[src/rtl/fp_to_int_conv.sv]
// fp_to_int_conv: sequential IEEE 754 binary32 to signed integer converter, one shift bit per cycle.
// Ports: clk, reset (sync, active-high); in_valid/in_ready/a operand handshake;
//        out_valid/out_ready/result/flags {invalid, overflow, inexact} result handshake.
// Config: define FP2INT_RNE_EN for round-to-nearest-even, otherwise truncation toward zero.
module fp_to_int_conv #(
    parameter int WIDTH = 32
) (
    input  logic             clk,
    input  logic             reset,
    input  logic             in_valid,
    output logic             in_ready,
    input  logic [WIDTH-1:0] a,
    output logic             out_valid,
    input  logic             out_ready,
    output logic [WIDTH-1:0] result,
    output logic [2:0]       flags
);
    typedef enum logic [1:0] {IDLE, SHIFT, ROUND, DONE} state_t;
    localparam logic [WIDTH-1:0] INT_MAX = {1'b0, {(WIDTH-1){1'b1}}};
    localparam logic [WIDTH-1:0] INT_MIN = {1'b1, {(WIDTH-1){1'b0}}};
    state_t           state;
    logic             sign, left, guard, sticky, special, inc, nan;
    logic [4:0]       cnt, cnt_init;
    logic [7:0]       exp;
    logic [22:0]      man;
    logic [WIDTH-1:0] mag, rounded, sp_result, sp_res_c;
    logic [2:0]       sp_flags, sp_flg_c;

    assign exp = a[30:23];
    assign man = a[22:0];
    assign nan = exp == 8'd255 && man != 23'd0;
    assign in_ready = state == IDLE && !reset;
    // Shift distance is |exp - 150|, computed mod 32 since it never exceeds 25.
    assign cnt_init = exp >= 8'd150 ? exp[4:0] - 5'd22 : exp <= 8'd125 ? 5'd25 : 5'd22 - exp[4:0];
    assign sp_res_c = nan ? INT_MAX : exp == 8'd0 ? '0 : a[31] ? INT_MIN : INT_MAX;
    assign sp_flg_c = nan ? 3'b100 : exp == 8'd0 ? {2'b00, |man} : a == 32'hCF000000 ? 3'b000 : 3'b010;
`ifdef FP2INT_RNE_EN
    assign inc = guard & (sticky | mag[0]);
`else
    assign inc = 1'b0;
`endif
    assign rounded = mag + {{(WIDTH-1){1'b0}}, inc};

    always_ff @(posedge clk) begin
        if (reset) begin
            state     <= IDLE;
            result    <= '0;
            flags     <= '0;
            out_valid <= 1'b0;
            cnt       <= '0;
            guard     <= 1'b0;
            sticky    <= 1'b0;
            sign      <= 1'b0;
            left      <= 1'b0;
            special   <= 1'b0;
            mag       <= '0;
            sp_result <= '0;
            sp_flags  <= '0;
        end else begin
            case (state)
                IDLE: if (in_valid) begin
                    state     <= SHIFT;
                    sign      <= a[31];
                    left      <= exp >= 8'd150;
                    cnt       <= cnt_init;
                    mag       <= {{(WIDTH-24){1'b0}}, 1'b1, man};
                    guard     <= 1'b0;
                    sticky    <= 1'b0;
                    // Exponent 0 and |value| >= 2^31 (incl. inf/NaN) skip the datapath.
                    special   <= exp == 8'd0 || exp >= 8'd158;
                    sp_result <= sp_res_c;
                    sp_flags  <= sp_flg_c;
                end
                SHIFT: if (special) begin
                    state     <= DONE;
                    result    <= sp_result;
                    flags     <= sp_flags;
                    out_valid <= 1'b1;
                end else if (cnt == 5'd0) begin
                    state <= ROUND;
                end else begin
                    cnt <= cnt - 5'd1;
                    if (left) begin
                        mag <= mag << 1;
                    end else begin
                        mag    <= mag >> 1;
                        guard  <= mag[0];
                        sticky <= sticky | guard;
                    end
                end
                ROUND: begin
                    state     <= DONE;
                    result    <= sign ? -rounded : rounded;
                    flags     <= {2'b00, guard | sticky};
                    out_valid <= 1'b1;
                end
                DONE: if (out_ready) begin
                    state     <= IDLE;
                    out_valid <= 1'b0;
                end
            endcase
        end
    end
endmodule

[config.mk]
export PLATFORM = sky130hd
export DESIGN_NAME = fp_to_int_conv
export DESIGN_NICKNAME = d
export VERILOG_FILES = /design/src/rtl/fp_to_int_conv.sv
export SDC_FILE = /design/constraint.sdc
export NUM_CORES = 1
export LEC_CHECK = 0
export CAP_MARGIN = 30
export CELL_PAD_IN_SITES_DETAIL_PLACEMENT = 1
export CELL_PAD_IN_SITES_GLOBAL_PLACEMENT = 2
export CORE_ASPECT_RATIO = 1.1
export CORE_MARGIN = 4
export CORE_UTILIZATION = 25
export CTS_BUF_LIST = sky130_fd_sc_hd__clkbuf_8
export DETAILED_ROUTE_END_ITERATION = 8
export MAX_ROUTING_LAYER = met4
export PLACE_DENSITY_LB_ADDON = 0.12
export SYNTH_ARGS = -nofsm -noshare
export SYNTH_HDL_FRONTEND = slang
export SYNTH_SLANG_ARGS = --single-unit
[constraint.sdc]
create_clock -name clk -period 2.8 [get_ports clk]
set_input_delay 0.42 -clock clk [delete_from_list [all_inputs] [get_ports clk]]
set_output_delay 0.42 -clock clk [all_outputs]
set_load 0.02 [all_outputs]
# After elaboration in Yosys (flattened, before gate mapping)
# Index checks and enable logic that the tools add are counted.
# classes
add_sub_neg,4
order_cmp,3
n_eq_ne,12
n_mux,39
bitwise,1
n_reduce_logical,18
# op_table
cell,n
two-way mux 32 bit,9
case mux 32 bit (2 select lines),2
equality test 32 bit (second input constant),1
negator 32 bit,1
two-way mux 5 bit,5
nonzero test 23 bit,1
OR reduction 23 bit,1
greater-or-equal comparator 8 bit (second input constant),2
two-way mux 2 bit,6
inequality test 2 bit (second input constant),6
case mux 5 bit (2 select lines),1
two-way mux 1 bit,9
equality test 8 bit (second input constant),1
<= comparator 8 x 7 -> 1 bit (second input constant),1
zero test 8 bit,1
case mux 2 bit (4 select lines),1
two-way mux 3 bit,2
case mux 3 bit (2 select lines),1
AND reduction 3 bit,2
zero test 5 bit,1
AND reduction 5 bit,1
subtractor 5 x 1 -> 5 bit (second input constant),1
subtractor 5 bit (first input constant),1
subtractor 5 bit (second input constant),1
14 further kinds,19
# word_totals
reg_bits,115
input_bits,36
out_inout_bits,37

# Longest topological paths before layout
# Gate-level depths: netlist of run 1.
# depth
ltp_word,5
ltp_mapped,8
mapped_depth_nobuf,7

# Worst setup path after synthesis of run 1
# Ideal clock, no wire load.
# synth_path
path_type,reg2reg
start,register mag[2]
end,register result[28]
setup_time_ns,0.126
arrival_ns,2.126
required_ns,2.674
path_slack_ns,0.548
stages_incl_launch_ff,8
n_path_buf,2
period_less_slack_ns,2.252
path_cell_list,dfxtp_1 buf_6 or4_4 buf_6 or4_4 o41ai_2 xor2_1 a21oi_1
# synth_between
elab_chain_len,3
# synth_rtl
item,line_no,rtl
"start, declared",26,"logic [WIDTH-1:0] mag, rounded, sp_result, sp_res_c;"
"start signal, assigned",66,"mag <= {{(WIDTH-24){1'b0}}, 1'b1, man};"
"start signal, assigned",84,mag <= mag << 1;
"start signal, assigned",86,mag <= mag >> 1;
negator 32 bit,93,result <= sign ? -rounded : rounded;
two-way mux 32 bit,93,
case mux 32 bit (2 select lines),60,case (state)
"end signal, assigned",76,result <= sp_result;
"end signal, assigned",93,
"end, declared",15,"output logic [WIDTH-1:0] result,"
# Every way passes these cells.
# A chain may end at the register's enable or synchronous reset.

# Worst setup path in the final report of run 1
# layout_path
start,register mag[7]
end,register result[28]
# The elaborated chain is that of the path after synthesis.

==> results of run 1 <==
-- worst reg2reg max path: stages (launching register included) --
cell	delay, ns
dfxtp_1	0.41
or4_4	0.62
or4_4	0.58
o41ai_2	0.41
xor2_1	0.20
a21oi_1	0.08
-- stage by stage --
step | worst slack [ns] | instances | total power [mW] | area (um2)
final | 0.404 | 965 | 7.04 | 6460
after global routing | 0.215 | 965 | 7.59 | 6460
after CTS | 0.368 | 965 | 7.13 | 6460
after detailed placement | 0.300 | 949 | 5.98 | 6210
after global placement | 0.361 | 949 | 5.92 | 6210
after floorplan | 0.548 | 646 | 4.46 | 5110
-- synth_stat cells (3+ instances only) --
cell / count / area, um2
buf_1: 3 / 11.3
a32o_1: 4 / 40.0
buf_2: 3 / 15.0
mux2i_1: 27 / 270
o31ai_1: 8 / 60.1
o21ai_0: 42 / 210
or4_4: 4 / 45.0
mux2_2: 8 / 90.1
a211oi_1: 28 / 210
nand3_1: 22 / 110
nor3_1: 13 / 65.1
nand2b_1: 5 / 31.3
o41ai_1: 4 / 35.0
or3_1: 8 / 50.1
dfxtp_1: 85 / 1700
o211a_1: 3 / 30.0
a21oi_1: 65 / 325
o41ai_2: 3 / 48.8
nor2_1: 79 / 297
nor4_1: 10 / 62.6
o211ai_1: 5 / 37.5
nand2_1: 32 / 120
xnor2_1: 12 / 105
nor2b_1: 8 / 50.1
or4_1: 6 / 45.0
a31oi_1: 11 / 68.8
o22ai_1: 5 / 31.3
o2111ai_1: 4 / 35.0
ha_1: 13 / 163
o21a_1: 3 / 22.5
clkbuf_1: 49 / 184
nand4_1: 6 / 37.5
a311oi_1: 3 / 26.3
inv_1: 16 / 60.1
xor2_1: 11 / 96.3
-- per-layer routing --
| metal | GRT usage, % | up-vias | share of wire (%) |
|---|---|---|---|
| met3 | 1.99 | 17 | 3.3 |
| met5 | - | - | 0 |
| met1 | 21.7 | 2510 | 46 |
| met2 | 28.5 | 94 | 49 |
| li1 | - | 2512 | - |
| met4 | 5.20 | 0 | 1.5 |
-- cells in the final DEF, fill, tap and decap left out, drive strengths merged, types with 3 or more instances in the layout --
| cell | synthesis | final |
|---|---|---|
| nor2b | 8 | 8 |
| a31oi | 11 | 11 |
| o41ai | 7 | 7 |
| o22ai | 5 | 5 |
| nor4 | 11 | 11 |
| nor3 | 13 | 13 |
| bufinv | 0 | 3 |
| ha | 13 | 13 |
| o31ai | 8 | 8 |
| dfxtp | 85 | 85 |
| a32o | 4 | 4 |
| a311oi | 3 | 3 |
| or3 | 8 | 8 |
| xor2 | 11 | 11 |
| a21oi | 65 | 65 |
| clkdlybuf4s50 | 0 | 71 |
| nand4 | 6 | 6 |
| o2111ai | 4 | 4 |
| inv | 16 | 17 |
| nand2 | 32 | 32 |
| o21a | 3 | 3 |
| o211ai | 5 | 5 |
| a211oi | 28 | 28 |
| nor2 | 80 | 80 |
| o21ai | 44 | 44 |
| mux2 | 8 | 8 |
| clkbuf | 49 | 9 |
| mux2i | 27 | 27 |
| nand2b | 5 | 5 |
| nand3 | 22 | 22 |
| buf | 8 | 37 |
| or4 | 10 | 10 |
| xnor2 | 12 | 12 |
| o211a | 3 | 3 |
-- sequential cells by signal (all words and copies together), names as in the netlist --
signal	flops
mag	32
result	32
cnt	5
flags	3
sp_flags	3
sp_result	2
state	2
guard	1
left	1
out_valid	1
sign	1
special	1
sticky	1
-- worst paths after layout --
path                                        startpoint                 endpoint  slack, ns  depth (start not counted)
worst max-delay path               mag[7]$_SDFFE_PP0P_  result[28]$_SDFFE_PP0P_       0.40                          5
worst min-delay path                             reset    state[1]$_SDFFE_PP0P_       0.44                          2
worst max register to register     mag[7]$_SDFFE_PP0P_  result[28]$_SDFFE_PP0P_       0.40                          5
worst min register to register  out_valid$_SDFFE_PP0P_   out_valid$_SDFFE_PP0P_       0.47                          2
-- final cells by class --
cell class              instances  area [um2]
repair buffers                108         998
flip-flops and latches         85        1700
multi-input cells             488        3140
fillers                      2372       13500
clock buffers                   9         124
clock inverters                 7         123
well taps                     252         315
inverters                      16        60.1
-- where the power goes --
part,internal (mW),switching (mW)
Combinational,1.55,2.44
Clock,0.599,0.517
Sequential,1.55,0.381
-- cells by family (layout without fill, tap and decap cells) --
group,Yosys count,after routing
AOI/OAI and AO/OA,206,206
muxes,35,35
and+or+nand+nor,211,211
buffers and inverters,73,140
adders and majority gates,13,13
DFF,85,85
xor gates and xnor gates,23,23
==> summary.txt, run 1 <==
GRT
  • Initial antenna violation count: 0
  • First-pass GRT wire length: 29800 um
  • Largest net degree at the start of global routing: 58
  • Grt ovf: 0
  • Vias in the first global route: 5283
  • GRT Total Usage: 17.1%

Clock tree
  • Post-CTS resize count: 0
  • Sink Count: 85
  • Cell chosen for the clock root: clkbuf_8
  • H-tree depth: 3
  • Max Root-Sink Buffers: 2
  • CTS Hold Bufs: 0
  • CTS tree: done
  • Post-CTS setup buffers: 0
  • CTS Buf Count: 9
  • Reg clk slew, reported paths: 0.11 ns
  • Worst skew pair latency: 0.38 ns

Final layout
  • Layout cell share with drive strength beyond 1: 10.5%
  • Fin util: 32.3%
  • Area Growth Syn to Fin: 26.3%
  • Layout Nets: 757
  • N_diodes: 0

Placed design
  • Routability cong.: 0.817
  • PortBufs: 72
  • Dpl hpwl: 14000 um

Yosys
  • Number of synthesized register bits: 85
  • Mapped cell area: 5110 um2
  • Synth Area in Adders: 3.18%
  • Synth Flop Type: dfxtp_1
  • Average size of a mapped cell: 7.92 um2
  • Multiplexer area fraction after synthesis: 7.05%
  • EDFF count, synth: 0
  • Xor-xnor portion of the synthesized cell area: 3.94%
  • Seq/Total Area, Yosys: 33.3%
  • Post-synthesis simple-gate area fraction: 20.7%
  • Main combinational cell family by area after synthesis: compound AO/OA/AOI/OAI gates
  • Yosys cell types: 61
  • Mapped Cells: 646
  • Mapped Nets: 695
  • Compound-gate portion of the synthesized area: 26.1%
  • Synthesis warning total: 0
  • Asr flop ratio synth: 0%

Timing
  • RSZ-0062 raised after global routing: no
  • Clk_skew: 0.0205 ns
  • Worst Hold Slack: 0.437 ns
  • Slew @ Worst Pin: 0.550 ns
  • Final setup viols: 0
  • Post-layout minimum cycle time: 2.40 ns
  • Post-route setup TNS: 0 ns
  • Slew Viols, Final: 0
  • Slew HR: 63.3%
  • Period utilization: 85.6%
  • Final hold vios: 0
  • F_max: 417 MHz

Detailed routing
  • Drt initial violations: 328
  • DRT antenna net count: 0
  • Detailed Routing Iterations Pass 1: 5
  • Routed len/inst: 19.5 um
  • Vias per cell: 5.32
  • Remaining DRCs: 0
  • Routed WL: 18800 um
  • Vias after detailed routing: 5133

Power
  • Peak supply drop: 0.000440 V
  • Pwr Density: 1090 nW/um2
  • Lkg Pwr: 2.28 nW

Setup path
  • Crit path required time: 3.08 ns
  • Startpoint Class: flip-flop
  • Slowest stage cell, crit path: or4_4
  • CP cell instances: or4_4, or4_4, o41ai_2, xor2_1, a21oi_1
  • Worst path most repeated cell: or4_4
  • CP Capture Type: flip-flop
  • Top Family by Delay on Critical Path: simple AND/OR/NAND/NOR gates
  • Critical Path AT: 2.68 ns
  • CP Class: reg -> reg
  • CP max stage delay: 0.62 ns
  • CP Max Fanout: 8
  • CP bufs+invs: 0

Job
  • Max cap viols: 0

Floorplanning
  • Top-level port count: 73
  • Die height: 158 um
  • Die Wd: 144 um
  • Total core area: 20000 um2
  • FP Rows: 54
  • Die Area: 22800 um2
  • Starting Density: 25.6%

Worst hold path
  • Hold WC Path Type: in -> reg

Status
  • Outcome: finished clean
No activity file was read; power rests on OpenSTA's default activity.
==> run 2, diff against run 1 <==
Settings changed: ABC_AREA set to 1, CTS_CLUSTER_SIZE set to 24.
==> run 2 against run 1 <==
  * Cell area fell by 2.3%
  * Critical endpoint is now in_ready
  * Combinational power fell by 13%
  * Wire length fell by 0.29%
  * Register-to-register slack better by 0.22 ns
  * Critical path type is now reg -> out
  * Die area fell by 0.42%
  * Final cell count up 14%
  * Hold slack better by 0.039 ns
  * Synthesized cell count increased by 22%
  * Synthesized area shrank 0.44%
  * Power fell by 7.7%
  * Sequential cell count unchanged
  * Highest routed layer unchanged
  * First-iteration DRC count is 47% lower
==> summary.txt, run 2 <==
Detailed routing
  • Vias after detailed routing: 5461 (+6.4%)
  • Detailed Routing Iterations Pass 1: 4 (-1)
  • DRT antenna net count: 0 (unchanged)
  • Vias per cell: 4.96 (-6.7%)
  • Routed WL: 18700 um (-0.29%)
  • Drt initial violations: 173 (-47%)
  • Routed len/inst: 17.0 um (-13%)
  • Remaining DRCs: 0 (unchanged)

Floorplanning
  • Die height: 158 um (-0.21%)
  • FP Rows: 54 (unchanged)
  • Die Area: 22700 um2 (-0.42%)
  • Starting Density: 25.5% (-0.026 points)
  • Total core area: 19900 um2 (-0.34%)
  • Top-level port count: 73 (unchanged)
  • Die Wd: 144 um (-0.21%)

Power
  • Seq pwr share: 29.2% (+1.7 points)
  • Logic pwr share: 53.6% (-3.1 points)
  • Lkg Pwr: 2.54 nW (+11%)
  • Peak supply drop: 0.000412 V (-6.4%)
  • P_sw: 3.08 mW (-7.6%)
  • Total Power: 6.50 mW (-7.7%)
  • Sw frac: 47.4% (about the same)
  • Internal power: 3.42 mW (-7.7%)
  • Pwr Density: 1030 nW/um2 (-5.5%)
  • Part of the power in the clock network: 17.2% (+1.4 points)

Timing
  • F_max: 447 MHz (+7.0%)
  • Post-route setup TNS: 0 ns (unchanged)
  • Period utilization: 80.0% (-5.6 points)
  • Slew HR: 66.2% (+2.9 points)
  • Post-layout minimum cycle time: 2.24 ns (-0.156 ns)
  • Slew @ Worst Pin: 0.502 ns (-0.0482 ns)
  • Final setup viols: 0 (unchanged)
  • Worst Hold Slack: 0.476 ns (+0.0389 ns)
  • Slew Viols, Final: 0 (unchanged)
  • Final hold vios: 0 (unchanged)
  • RSZ-0062 raised after global routing: no
  • Clk_skew: 0.0117 ns (-0.00871 ns)

Yosys
  • Mapped cell area: 5090 um2 (-0.44%)
  • Proportion of netlist area held by the largest area contributor: 33.4% (+0.15 points)
  • Asr flop ratio synth: 0% (unchanged)
  • Average size of a mapped cell: 6.47 um2 (-18%)
  • Synth Flop Type: dfxtp_1
  • Most numerous cell in the Yosys netlist: nand2_1
  • Mapped Cells: 787 (+22%)
  • Synthesis warning total: 0 (unchanged)
  • EDFF count, synth: 0 (unchanged)
  • Commonest cells post-synth: nand2_1 (156), a21oi_1 (91), dfxtp_1 (85)
  • Number of synthesized register bits: 85 (unchanged)
  • Yosys cell types: 34 (-44%)
  • Largest area contributor in the netlist: dfxtp_1
  • Mapped Nets: 836 (+20%)
  • Seq/Total Area, Yosys: 33.4% (+0.15 points)
  • Ranking of synthesized cells by area: dfxtp_1 (33%), nand2_1 (11%), a21oi_1 (8.9%)

Clock tree
  • CTS Buf Count: 9 (unchanged)
  • Post-CTS resize count: 0 (unchanged)
  • CTS tree: done
  • Worst skew pair latency: 0.38 ns (about the same)
  • Post-CTS setup buffers: 0 (unchanged)
  • Sink Count: 85 (unchanged)
  • Max Root-Sink Buffers: 2 (unchanged)
  • Cell chosen for the clock root: clkbuf_8
  • Reg clk slew, reported paths: 0.10 ns (about the same)
  • H-tree depth: 3 (unchanged)
  • CTS Hold Bufs: 0 (unchanged)

Final layout
  • Top flop regs: mag (32), result (32), cnt (5)
  • Fillers: 2524 (+6.4%)
  • Most common cell after layout, fill and taps aside: nand2_1
  • Area Growth Syn to Fin: 23.9%
  • Layout cell share with drive strength beyond 1: 5.07% (-5.4 points)
  • Most frequent cells in the layout: nand2_1 (156), a21oi_1 (90), dfxtp_1 (85)
  • N_diodes: 0 (unchanged)
  • Layout Nets: 892 (+18%)

Setup path
  • Reg2reg end: result[2]$_SDFFE_PP0P_
  • R2R setup slack: 0.62 ns (+0.22 ns)
  • Cells on worst reg2reg path: 10 (+5)
  • CP Class: reg -> out
  • Slowest stage cell, crit path: clkdlybuf4s50_1
  • Worst path most repeated cell: inv_1
  • Startpoint Class: flip-flop
  • CP max stage delay: 0.61 ns (about the same)
  • CP cell instances: inv_1, ha_1, inv_1, nor2_1, clkdlybuf4s50_1
  • CP Capture Type: primary output
  • Crit Reg-Reg Startpoint: state[1]$_SDFFE_PP0P_
  • CP Max Fanout: 4 (-4)
  • CP bufs+invs: 3 (+3)
  • Critical Path AT: 1.82 ns (-0.86 ns)
  • Top Family by Delay on Critical Path: buffers and inverters
  • Crit path required time: 2.38 ns (-0.70 ns)

GRT
  • GRT Total Usage: 17.3% (+0.18 points)
  • Grt ovf: 0 (unchanged)
  • Initial antenna violation count: 0 (unchanged)
  • First-pass GRT wire length: 30100 um (+0.93%)
  • Vias in the first global route: 5566 (+5.4%)
  • Largest net degree at the start of global routing: 61 (+5.2%)

Worst hold path
  • Cells on Worst Hold Path: 2 (unchanged)
  • Hold WC Path Type: reg -> reg
  • Hold_sp: cnt[4]$_SDFFE_PP0P_
  • Worst hold endpoint: cnt[4]$_SDFFE_PP0P_

Placed design
  • Routability cong.: 0.839 (+2.6%)
  • Dpl hpwl: 14500 um (+3.9%)
  • PortBufs: 72 (unchanged)

Status
  • Outcome: finished clean

Job
  • Max cap viols: 0 (unchanged)
==> run 2: layout make-up <==
cell class                 instances  area [um2]  share of cell area [%]
inverter                          88         330                    5.23
timing repair buffer              84         836                    13.2
clock buffer                       9         124                    1.96
multi-input combinational        575        2880                    45.6
clock inverter                     7         123                    1.94
tap                              252         315                    5.00
sequential                        85        1700                    27.0
==> run 2: kinds of logic after synthesis <==
| family | share of synthesized area (%) |
|---|---|
| fa+ha+maj | 3.19 |
| flops | 33.4 |
| compound gates | 23.6 |
| simple gates | 29.0 |
| buf+inv | 10.1 |
| xor+xnor | 0.688 |
==> run 2: power groups by stage <==
stage | clock, mW | sequential [mW] | combinational (mW)
final | 1.12 | 1.90 | 3.48
after global routing | 1.22 | 1.97 | 3.91
after CTS | 1.16 | 1.90 | 3.55
after detailed placement | 0 | 1.93 | 3.53
after global placement | 0 | 1.91 | 3.48
after floorplan | 0 | 2.12 | 2.07
==> run 2: worst max path at each step <==
stage | from | to | slack (ns) | cells after the start
6_report | state[1]$_SDFFE_PP0P_ | in_ready | 0.56 | 5
5_1_grt | state[0]$_SDFFE_PP0P_ | in_ready | 0.39 | 5
4_1_cts | state[0]$_SDFFE_PP0P_ | in_ready | 0.52 | 5
3_5_place_dp | a[23] | cnt[1]$_SDFFE_PP0P_ | 0.34 | 9
3_3_place_gp | a[23] | cnt[4]$_SDFFE_PP0P_ | 0.40 | 10
2_1_floorplan | state[1]$_SDFFE_PP0P_ | mag[9]$_SDFFE_PP0P_ | 1.19 | 8
==> run 2: per-layer routing <==
layer / up-vias / part of all wire [%] / track usage (%)
met4: 0 / 1.2 / 3.54
li1: 2776 / - / -
met5: - / 0 / -
met3: 16 / 2.5 / 2.72
met1: 2591 / 48 / 22.3
met2: 78 / 48 / 28.7
==> run 2: metrics by stage <==
stage | cells | utilization (%) | setup WS [ns] | area (um2)
2_1_floorplan | 787 | - | 1.19 | 5090
3_3_place_gp | 1084 | 30.4 | 0.404 | 6060
3_5_place_dp | 1084 | 30.4 | 0.341 | 6060
4_1_cts | 1100 | 31.7 | 0.517 | 6310
5_1_grt | 1100 | 31.7 | 0.388 | 6310
6_report | 1100 | 31.7 | 0.560 | 6310
==> run 2: tightest hold or removal path: stages (launching register included) <==
cell	delay, ns
dfxtp_1	0.32
nand2_1	0.06
a21oi_1	0.06
